File: src/rtl/unary_stream_encoder.sv
// Purpose : turn a pair of unsigned binary operands into two thermometer-coded unary
//           bit streams (ones first), U_BITS frame cycles per pair.
// Latency : first frame bit appears the cycle after the accepting edge; all outputs
//           except bin_ready are registered.
// Backpressure: bin_ready is low while a frame is being emitted and while reset_n is low.
//           With UNARY_ENC_BACK2BACK_EN defined, it is also high on the last frame cycle,
//           so frames can run back to back.
//
// Ports:
//   clk        - single clock, rising edge
//   reset_n    - synchronous active-low reset
//   bin_a/b    - operands, BIN_BITS wide, unsigned
//   bin_valid  - operand pair valid
//   bin_ready  - operand pair accepted when bin_valid & bin_ready at a rising edge
//   u_a/u_b    - unary streams, u_valid qualifies them
//   busy       - a frame is being emitted
// Optional feature macro: UNARY_ENC_BACK2BACK_EN
module unary_stream_encoder #(
  parameter int BIN_BITS = 4,
  // Derived frame length; leave at its default.
  parameter int U_BITS   = 1 << BIN_BITS
) (
  input  logic                clk,
  input  logic                reset_n,
  input  logic [BIN_BITS-1:0] bin_a,
  input  logic [BIN_BITS-1:0] bin_b,
  input  logic                bin_valid,
  output logic                bin_ready,
  output logic                u_a,
  output logic                u_b,
  output logic                u_valid,
  output logic                busy
);

  // Counter is log2(U_BITS)+1 bits, so it can never wrap inside a frame.
  localparam int K_BITS = BIN_BITS + 1;
  localparam logic [K_BITS-1:0] K_LAST = K_BITS'(U_BITS - 1);

  typedef enum logic [1:0] {
    S_IDLE = 2'd0,
    S_SEND = 2'd1,
    S_GAP  = 2'd2
  } state_t;

  state_t              r_state;
  state_t              w_state_nxt;
  logic [K_BITS-1:0]   r_k;
  logic [K_BITS-1:0]   w_k_nxt;
  logic [BIN_BITS-1:0] r_a;
  logic [BIN_BITS-1:0] r_b;
  logic [BIN_BITS-1:0] w_a_nxt;
  logic [BIN_BITS-1:0] w_b_nxt;
  logic                w_last;
  logic                w_ready;
  logic                w_accept;
  logic                w_u_a_nxt;
  logic                w_u_b_nxt;
  logic                w_u_valid_nxt;
  logic                w_busy_nxt;

  assign w_last = (r_state == S_SEND) && (r_k == K_LAST);

`ifdef UNARY_ENC_BACK2BACK_EN
  // Last frame cycle may take the next pair so the following frame starts without a gap.
  assign w_ready = reset_n && ((r_state != S_SEND) || w_last);
`else
  assign w_ready = reset_n && (r_state != S_SEND);
`endif

  assign bin_ready = w_ready;
  assign w_accept  = bin_valid && w_ready;

  // State register
  always_ff @(posedge clk) begin
    if (!reset_n) begin
      r_state <= S_IDLE;
    end else begin
      r_state <= w_state_nxt;
    end
  end

  // Next-state logic
  always_comb begin
    w_state_nxt = r_state;
    case (r_state)
      S_IDLE: if (w_accept) w_state_nxt = S_SEND;
      S_SEND: begin
        if (w_accept)    w_state_nxt = S_SEND;
        else if (w_last) w_state_nxt = S_GAP;
        else             w_state_nxt = S_SEND;
      end
      S_GAP:  w_state_nxt = w_accept ? S_SEND : S_IDLE;
      default: w_state_nxt = S_IDLE;
    endcase
  end

  // Output / datapath next values; outputs are computed one cycle ahead and registered.
  always_comb begin
    w_k_nxt = r_k;
    if (w_accept) begin
      w_k_nxt = '0;
    end else if ((r_state == S_SEND) && !w_last) begin
      w_k_nxt = r_k + K_BITS'(1);
    end
    w_a_nxt       = w_accept ? bin_a : r_a;
    w_b_nxt       = w_accept ? bin_b : r_b;
    w_busy_nxt    = (w_state_nxt == S_SEND);
    w_u_valid_nxt = w_busy_nxt;
    // Thermometer code: bit k is one while k < operand.
    w_u_a_nxt     = w_busy_nxt && (w_k_nxt < K_BITS'(w_a_nxt));
    w_u_b_nxt     = w_busy_nxt && (w_k_nxt < K_BITS'(w_b_nxt));
  end

  // Datapath and output registers
  always_ff @(posedge clk) begin
    if (!reset_n) begin
      r_k     <= '0;
      r_a     <= '0;
      r_b     <= '0;
      u_a     <= 1'b0;
      u_b     <= 1'b0;
      u_valid <= 1'b0;
      busy    <= 1'b0;
    end else begin
      r_k     <= w_k_nxt;
      r_a     <= w_a_nxt;
      r_b     <= w_b_nxt;
      u_a     <= w_u_a_nxt;
      u_b     <= w_u_b_nxt;
      u_valid <= w_u_valid_nxt;
      busy    <= w_busy_nxt;
    end
  end

endmodule

File: config.mk
export PLATFORM = sky130hd
export DESIGN_NAME = unary_stream_encoder
export DESIGN_NICKNAME = d
export VERILOG_FILES = /design/src/rtl/unary_stream_encoder.sv
export SDC_FILE = /design/constraint.sdc
export NUM_CORES = 1
export LEC_CHECK = 0
export ABC_AREA = 1
export CAP_MARGIN = 5
export CORE_ASPECT_RATIO = 1.2
export CORE_MARGIN = 2
export CORE_UTILIZATION = 35
export CTS_BUF_LIST = sky130_fd_sc_hd__clkbuf_16
export CTS_CLUSTER_DIAMETER = 40
export CTS_CLUSTER_SIZE = 30
export DETAILED_ROUTE_END_ITERATION = 10
export PLACE_DENSITY = 0.63
export SLEW_MARGIN = 10
export SYNTH_ARGS = -nofsm -noshare
export SYNTH_HDL_FRONTEND = slang
export SYNTH_SLANG_ARGS = --single-unit
export TNS_END_PERCENT = 100
File: constraint.sdc
create_clock -name clk -period 2.8 [get_ports clk]
set_input_delay 0.56 -clock clk [delete_from_list [all_inputs] [get_ports clk]]
set_output_delay 0.56 -clock clk [all_outputs]
set_load 0.005 [all_outputs]
==> Yosys cells after proc, flatten, opt, wreduce, memory -nomap -nowiden <==
Index checks and enable logic that the tools add are counted.
Widths: inputs -> output; s select.
{ "totals": {"ff_bits": 18, "latchBits": 0, "word_cells": 32, "inputBits": 11, "rom_bits": 0, "n_memories": 0, "ram_bits": 0, "output_inout_bits": 5} }
{ "op_classes": {"reduce_logical": 8, "order_cmp": 2, "eq_ne": 5, "shifts": 0, "muxes": 9, "n_bitwise": 0, "div": 0, "addsub": 1, "mul": 0} }
{ "ops": {"columns": ["cell", "n"], "rows": [
  ["$lt 5x4->1", 2],
  ["$mux 5", 2],
  ["$mux 4", 2],
  ["$logic_and 1x1->1", 6],
  ["$mux 2", 3],
  ["$pmux 2 s3", 1],
  ["$add 5x1->5 const B", 1],
  ["$eq 5x4->1 const B", 1],
  ["$eq 2x1->1 const B", 2],
  ["$eq 2x2->1 const B", 1],
  ["$logic_not 2->1", 1],
  ["$ne 2x1->1 const B", 1],
  ["$logic_not 1->1", 1],
  ["$mux 1", 1]
]} }

==> Longest topological paths before layout <==
Gate-level depths: netlist (run 1).
{ "logic_depth": {"depth_word": 8, "mapped_depth": 16} }

==> Worst setup path before layout (run 1) <==
No wires, ideal clock.
{ "synth_path": {"path_type": "flip-flop to flip-flop", "from": "reg r_k[0]", "to": "reg u_a", "setup_ps": 113, "path_slack_ps": 758, "synth_period_minus_slack_ps": 2042, "t_required_ps": 2687, "path_buffers": 0, "arrival_ps": 1929, "path_stages_with_launch": 14, "path_cell_list": "dfxtp_1 > ha_1 > inv_1 > nor3_1 > ha_1 > inv_1 > nand3_2 > nor3_1 > nor3_1 > ha_1 > a21oi_1 > nand3b_1 > nand2_1 > nor2_1"} }
{ "synth_via": {"elab_chain_cells": 8} }
{ "synth_rtl": {"columns": ["item", "line", "text"], "rows": [
  ["start: declaration", "47", "logic [K_BITS-1:0] r_k;"],
  ["start signal: assignment", "125", "r_k <= w_k_nxt;"],
  ["branches (longest 4 deep; another with $add 5x1->5)", null, null],
  ["$mux 5 *", "102", "end else if ((r_state == S_SEND) && !w_last) begin"],
  ["$mux 5 *", "100", "if (w_accept) begin"],
  ["net w_k_nxt[2]", "48", "logic [K_BITS-1:0] w_k_nxt;"],
  ["$lt 5x4->1 *", "110", "w_u_a_nxt = w_busy_nxt && (w_k_nxt < K_BITS'(w_a_nxt));"],
  ["$logic_and 1x1->1 *", "110", null],
  ["end signal: assignment", "128", "u_a <= w_u_a_nxt;"],
  ["end: declaration", "29", "output logic u_a,"]
]} }
Mark *: on every way through the listed nets, which the timed path passes.
A chain may end at the register's enable or synchronous reset.

==> Final worst setup path (run 1) <==
{ "layout_path": {"from": "in reset_n", "to": "out bin_ready"} }
{ "layout_via": {"elab_chain_cells": 1} }
{ "layout_rtl": {"columns": ["item", "line", "text"], "rows": [
  ["start: declaration", "24", "input logic reset_n,"],
  ["$logic_and 1x1->1", "67", "assign w_ready = reset_n && (r_state != S_SEND);"],
  ["end: declaration", "28", "output logic bin_ready,"]
]} }
Every way passes these cells.

==> impl_metrics.py, run 1 <==
metrics = {
    "pwr": {
        "switching_share_pct": 23.7,
        "p_int_uw": 514,
        "power_frac_seq_pct": 41.0,
        "switchingPower_uw": 160,
        "pwr-share-comb_pct": 16.5,
        "peakVddDrop_v": 0.000355,
        "pwr-share-clk_pct": 42.5,
        "p_leak_uw": 0.000585,
        "power_density_mw_per_mm2": 549,
    },
    "critical_path": {
        "r2r-start": "r_k[1]$_SDFF_PN0_",
        "rr_worst_depth": 13,
        "path_cells": "clkdlybuf4s50_1 > inv_1 > nor2_1 > clkdlybuf4s50_1",
        "path_common_cell": "clkdlybuf4s50_1",
        "critPathCaptureType": "output port",
        "path_class": "in2out",
        "r2r_end": "u_b$_SDFF_PN0_",
        "r2r_slack_ns": 0.50,
        "cpPeakStageDelay_ns": 0.57,
        "crit_slowest_cell": "clkdlybuf4s50_1",
        "start_kind": "input pin",
        "worstPathRequired_ns": 2.24,
        "worstPathArrival_ns": 1.82,
        "cp_max_fo": 4,
    },
    "clock_tree": {
        "h-tree-depth": 1,
        "clk_path_buf_depth": 2,
        "ctsHoldBuffers": 0,
        "root_buffer": "clkbuf_16",
        "cts_buffers": 3,
        "postCtsSetupBuffers": 0,
        "cts_tree": "yes",
        "clkTransAtPathRegs_ns": 0.05,
        "cts_sinks": 18,
        "ctsResizeCount": 0,
        "clock_latency_ns": 0.25,
    },
    "floorplanning": {
        "die_area_mm2": 0.00322,
        "rows": 20,
        "die_w_um": 52.1,
        "coreArea_mm2": 0.00260,
        "initial_core_util_pct": 37.4,
        "die_h_um": 61.8,
        "io_pins": 16,
    },
    "yosys": {
        "muxShareOfSynthArea_pct": 6.17,
        "synth_compound_area_share_pct": 4.24,
        "syn_nets": 141,
        "synth_top_area_share_pct": 37.0,
        "yosysTopAreaCell": "dfxtp_1",
        "yosysWarnings": 0,
        "synth_edf_count": 0,
        "synth-simple-area-share_pct": 31.4,
        "syn-mean-instance-area_um2": 7.98,
        "ys_seq_elements": 18,
        "synthTopCellsByArea": "dfxtp_1 (37%), ha_1 (10%), nor2_1 (6.9%), inv_1 (6.6%), mux2i_1 (6.2%)",
        "syn_area_um2": 973,
        "synth_top_family_by_area": "simple AND/OR/NAND/NOR gates",
        "async_flop_share_pct": 0,
        "synthFlopType": "dfxtp_1",
        "ys_types": 24,
        "synthAdderAreaFrac_pct": 10.3,
        "synth_xor_area_share_pct": 0,
        "synthTopCellsByCount": "dfxtp_1 (18), nor2_1 (18), inv_1 (17), nand2_1 (16), ha_1 (8)",
        "synth-seq-area-share_pct": 37.0,
        "synth_cells": 122,
    },
    "global_route": {
        "grt_max_degree": 16,
        "grt.total_usage_pct": 14.1,
        "grt_pass1_wl_um": 3240,
        "grt_pass1_vias": 764,
        "grt_overflow": 0,
        "antenna_found_initial": 0,
    },
    "place": {
        "post-place-ws_ns": 0.406,
        "gp_congestion": 0.829,
        "dp_hpwl_um": 1520,
        "portBuffers": 15,
    },
    "layout": {
        "nets": 160,
        "syn2layout_area_growth_pct": 26.1,
        "layout-drive-gt1-share_pct": 11.4,
        "num_antenna_cells": 0,
        "fillerInstances": 264,
    },
    "drt": {
        "dr.pass1.iters": 4,
        "drcViolationCount": 0,
        "routed_wl_um": 1870,
        "wl_per_cell_um": 10.8,
        "vias": 817,
        "antenna_violating_nets_post_route": 0,
        "drt-initial-drc-count": 10,
        "vias_per_cell": 4.72,
    },
    "status": {
        "status": "completed",
    },
    "timing": {
        "finalCriticalPeriod_ns": 2.38,
        "finalCritPeriodShare_pct": 85.1,
        "fin_ws_ns": 0.418,
        "fmax_ghz": 0.420,
        "finalMaxSlewViolations": 0,
        "grt_setup_unrepaired": "no",
        "fin_tns_setup_ns": 0,
        "setup_viol": 0,
        "fin_skew_ns": 0.00310,
        "hold_viol": 0,
        "max_slew.worst_pin.slew_ns": 0.268,
        "relSlewSlack_pct": 81.6,
    },
    "min_path": {
        "whs_path_depth": 2,
        "hold_path_startpoint": "r_a[0]$_SDFF_PN0_",
        "worstHoldPathType": "reg2reg",
        "hold_end": "r_a[0]$_SDFF_PN0_",
    },
    "job": {
        "drv_cap": 0,
    },
}
==> kinds of logic (layout without fill, tap and decap cells) <==
| family | after synthesis | count (layout) |
|---|---|---|
| AND/OR/NAND/NOR | 59 | 59 |
| flip-flops | 18 | 18 |
| buffers and inverters | 23 | 41 |
| AO/OA/AOI/OAI | 8 | 8 |
| adder cells (fa/ha/maj) | 8 | 8 |
| multiplexers | 6 | 6 |
==> cell usage in the layout (no fill, tap or decap) <==
cell and count:
nor4_1 1, nand2_2 3, buf_4 2, clkinv_1 1, nor2_1 18, inv_2 3, nand2_4 1, clkbuf_16 3
o21ai_1 1, nor4_2 1, nand3_1 3, nand3_2 2, nand2_1 16, clkdlybuf4s50_1 15, nor3_1 6, nand3_4 1
o21ai_0 1, a21oi_1 5, a31oi_1 1, nand4_1 5, inv_1 17, dfxtp_1 18, ha_1 8, nand3b_1 2
mux2i_1 6
==> routing by layer <==
layer / part of all wire (%) / vias up / track usage [%]
met1: 43 / 362 / 14.2
met4: 2.7 / 0 / 8.79
li1: - / 435 / -
met3: 3.6 / 5 / 2.87
met2: 51 / 15 / 26.8
met5: 0 / - / 0
==> cell type report <==
class	instances	area [um2]	area share (%)
multi-input cells	81	507	41.3
flip-flops and latches	18	360	29.4
repair buffers	17	165	13.5
clock buffers	3	75.1	6.12
inverters	20	75.1	6.12
well taps	33	41.3	3.36
clock inverters	1	3.75	0.306
==> worst max-delay path: cells and delay by family <==
| family | cells | cell delay [ns] |
|---|---|---|
| AND/OR/NAND/NOR | 1 | 0.10 |
| buffers and inverters | 3 | 1.16 |
==> registers in the layout (all words and copies together), names as in the netlist <==
register / count
u_a: 1
r_k: 5
r_b: 4
u_b: 1
busy: 1
r_a: 4
r_state: 2
==> per-stage QoR <==
step | hold WS (ns) | area, um2 | instances | util, % | total power [uW]
after floorplan | 0.444 | 973 | 122 | - | 355
after global placement | 0.453 | 1150 | 169 | 44.1 | 393
after detailed placement | 0.462 | 1150 | 169 | 44.1 | 394
after CTS | 0.470 | 1230 | 173 | 47.2 | 680
after global routing | 0.496 | 1230 | 173 | 47.2 | 712
final | 0.462 | 1230 | 173 | 47.2 | 674
==> power groups by stage <==
stage               clock [uW]  combinational, uW  sequential (uW)
CTS                        290                113              276
floorplan                    0               73.7              281
detailed placement           0                113              281
finish                     286                111              276
global route               306                128              278
global placement             0                111              281
==> how the worst max path moves through the flow <==
stage               slack, ns  depth (start not counted)              start             end
floorplan                0.76                         13  r_k[0]$_SDFF_PN0_  u_a$_SDFF_PN0_
global placement         0.41                          4            reset_n       bin_ready
detailed placement       0.41                         10            reset_n  u_b$_SDFF_PN0_
CTS                      0.40                          4            reset_n       bin_ready
global route             0.19                         13  r_k[0]$_SDFF_PN0_  u_b$_SDFF_PN0_
finish                   0.42                          4            reset_n       bin_ready
(Power assumes the default switching activity.)
==> run 2: changes to the inputs <==
--- a/config.mk
+++ b/config.mk
@@ -9,12 +9,12 @@
 export CAP_MARGIN = 5
 export CORE_ASPECT_RATIO = 1.2
 export CORE_MARGIN = 2
-export CORE_UTILIZATION = 35
+export CORE_UTILIZATION = 50
 export CTS_BUF_LIST = sky130_fd_sc_hd__clkbuf_16
 export CTS_CLUSTER_DIAMETER = 40
 export CTS_CLUSTER_SIZE = 30
 export DETAILED_ROUTE_END_ITERATION = 10
-export PLACE_DENSITY = 0.63
+export PLACE_DENSITY = 0.83
 export SLEW_MARGIN = 10
 export SYNTH_ARGS = -nofsm -noshare
 export SYNTH_HDL_FRONTEND = slang
==> impl_metrics.py, run 2 (same netlist as run 1, synthesis figures left out) <==
metrics = {
    "status": {
        "status": "completed",
    },
    "floorplanning": {
        "die_area_mm2": 0.00232,
        "die_w_um": 44.3,
        "rows": 17,
        "die_h_um": 52.3,
        "io_pins": 16,
        "initial_core_util_pct": 53.2,
        "coreArea_mm2": 0.00183,
    },
    "timing": {
        "fin_ws_ns": 0.373,
        "finalCritPeriodShare_pct": 86.7,
        "grt_setup_unrepaired": "no",
        "fin_tns_setup_ns": 0,
        "finalCriticalPeriod_ns": 2.43,
        "finalMaxSlewViolations": 0,
        "hold_viol": 0,
        "max_slew.worst_pin.slew_ns": 0.389,
        "fin_skew_ns": 0.00399,
        "relSlewSlack_pct": 73.8,
        "setup_viol": 0,
        "fmax_ghz": 0.412,
    },
    "layout": {
        "layout-drive-gt1-share_pct": 11.4,
        "nets": 160,
        "num_antenna_cells": 0,
        "mostFrequentLayoutCells": "nor2_1 (18), dfxtp_1 (18), inv_1 (17)",
        "largest_reg_flops": 5,
        "top_regs": "r_k x5, r_a x4, r_b x4",
        "final_util_pct": 66.1,
        "top_register": "r_k",
        "syn2layout_area_growth_pct": 24.3,
        "fillerInstances": 159,
    },
    "critical_path": {
        "cpPeakStageDelay_ns": 0.34,
        "path_class": "reg2reg",
        "crit_slowest_cell": "nor3_1",
        "critPathCaptureType": "register",
        "critical_path_buf_inv_count": 2,
        "r2r_slack_ns": 0.37,
        "worstPathArrival_ns": 2.62,
        "cp_max_fo": 6,
        "worstPathRequired_ns": 2.99,
        "start_kind": "register",
        "path_cells": "ha_1 > inv_1 > nor3_1 > ha_1 > inv_1 > nand3_2 > nor3_1 > nor3_1 > ha_1 > a21oi_1 > nand3b_1 > nand2_1 > nor2_1",
        "crit_family": "simple AND/OR/NAND/NOR gates",
    },
    "clock_tree": {
        "root_buffer": "clkbuf_16",
        "cts_tree": "yes",
        "clkTransAtPathRegs_ns": 0.05,
        "clock_latency_ns": 0.25,
        "cts_sinks": 18,
        "ctsHoldBuffers": 0,
        "clk_path_buf_depth": 2,
        "h-tree-depth": 1,
        "postCtsSetupBuffers": 0,
        "ctsResizeCount": 0,
        "cts_buffers": 3,
    },
    "pwr": {
        "switchingPower_uw": 167,
        "p_int_uw": 514,
        "switching_share_pct": 24.5,
        "p_leak_uw": 0.000585,
        "power_frac_seq_pct": 40.6,
        "pwr-share-comb_pct": 17.0,
        "peakVddDrop_v": 0.000389,
        "power_density_mw_per_mm2": 563,
        "pwr-share-clk_pct": 42.4,
    },
    "job": {
        "drv_cap": 0,
    },
    "drt": {
        "dr.pass1.iters": 4,
        "drcViolationCount": 0,
        "vias": 866,
        "drt-initial-drc-count": 13,
        "wl_per_cell_um": 13.6,
        "vias_per_cell": 5.45,
        "routed_wl_um": 2160,
        "antenna_violating_nets_post_route": 0,
    },
    "global_route": {
        "grt_overflow": 0,
        "grt.total_usage_pct": 23.1,
        "grt_pass1_vias": 951,
        "antenna_found_initial": 0,
        "grt_max_degree": 16,
        "grt_pass1_wl_um": 3950,
    },
    "place": {
        "post-place-ws_ns": 0.424,
        "portBuffers": 15,
        "dp_hpwl_um": 1540,
        "gp_congestion": 0.823,
    },
    "min_path": {
        "worstHoldPathType": "reg2reg",
    },
}
==> run 2: power groups by stage <==
stage / Clock, uW / Combinational (uW) / Sequential (uW)
final: 289 / 116 / 277
after CTS: 292 / 116 / 277
after global placement: 0 / 108 / 281
after global routing: 299 / 132 / 278
after detailed placement: 0 / 114 / 282
after floorplan: 0 / 73.7 / 281
==> run 2: per-layer routing <==
metal / up-vias / GRT usage, % / wire length (um)
li1: 435 / - / -
met4: 0 / 14.1 / 33
met3: 4 / 4.48 / 70
met1: 407 / 24.9 / 887
met5: - / 0 / 0
met2: 20 / 40.7 / 1170
==> run 2: tightest hold or removal path: cells and delay by family, from the launching register on <==
family           cells  cell delay [ns]
AND/OR/NAND/NOR      1             0.07
AO/OA/AOI/OAI        1             0.05
flip-flops           1             0.30
==> run 2: per-stage QoR <==
step	cells	hold slack, ns	power, uW	instance area, um2
finish	159	0.472	681	1210
global route	159	0.495	709	1210
CTS	159	0.477	684	1210
detailed placement	155	0.468	396	1130
global placement	155	0.455	389	1130
floorplan	122	0.444	355	973
==> run 2: cell type report <==
type                    instances  area [um2]  area share (%)
inverters                      20        75.1            6.20
clock buffers                   3        75.1            6.20
multi-input cells              81         507            41.9
flip-flops and latches         18         360            29.8
well taps                      19        23.8            1.96
clock inverters                 1        3.75           0.310
repair buffers                 17         165            13.7
==> run 2: final timing paths <==
kind	startpoint	to	depth (start not counted)
max	r_k[0]$_SDFF_PN0_	u_a$_SDFF_PN0_	13
min	r_a[0]$_SDFF_PN0_	r_a[0]$_SDFF_PN0_	2
max reg2reg	r_k[0]$_SDFF_PN0_	u_a$_SDFF_PN0_	13
min reg2reg	r_a[0]$_SDFF_PN0_	r_a[0]$_SDFF_PN0_	2
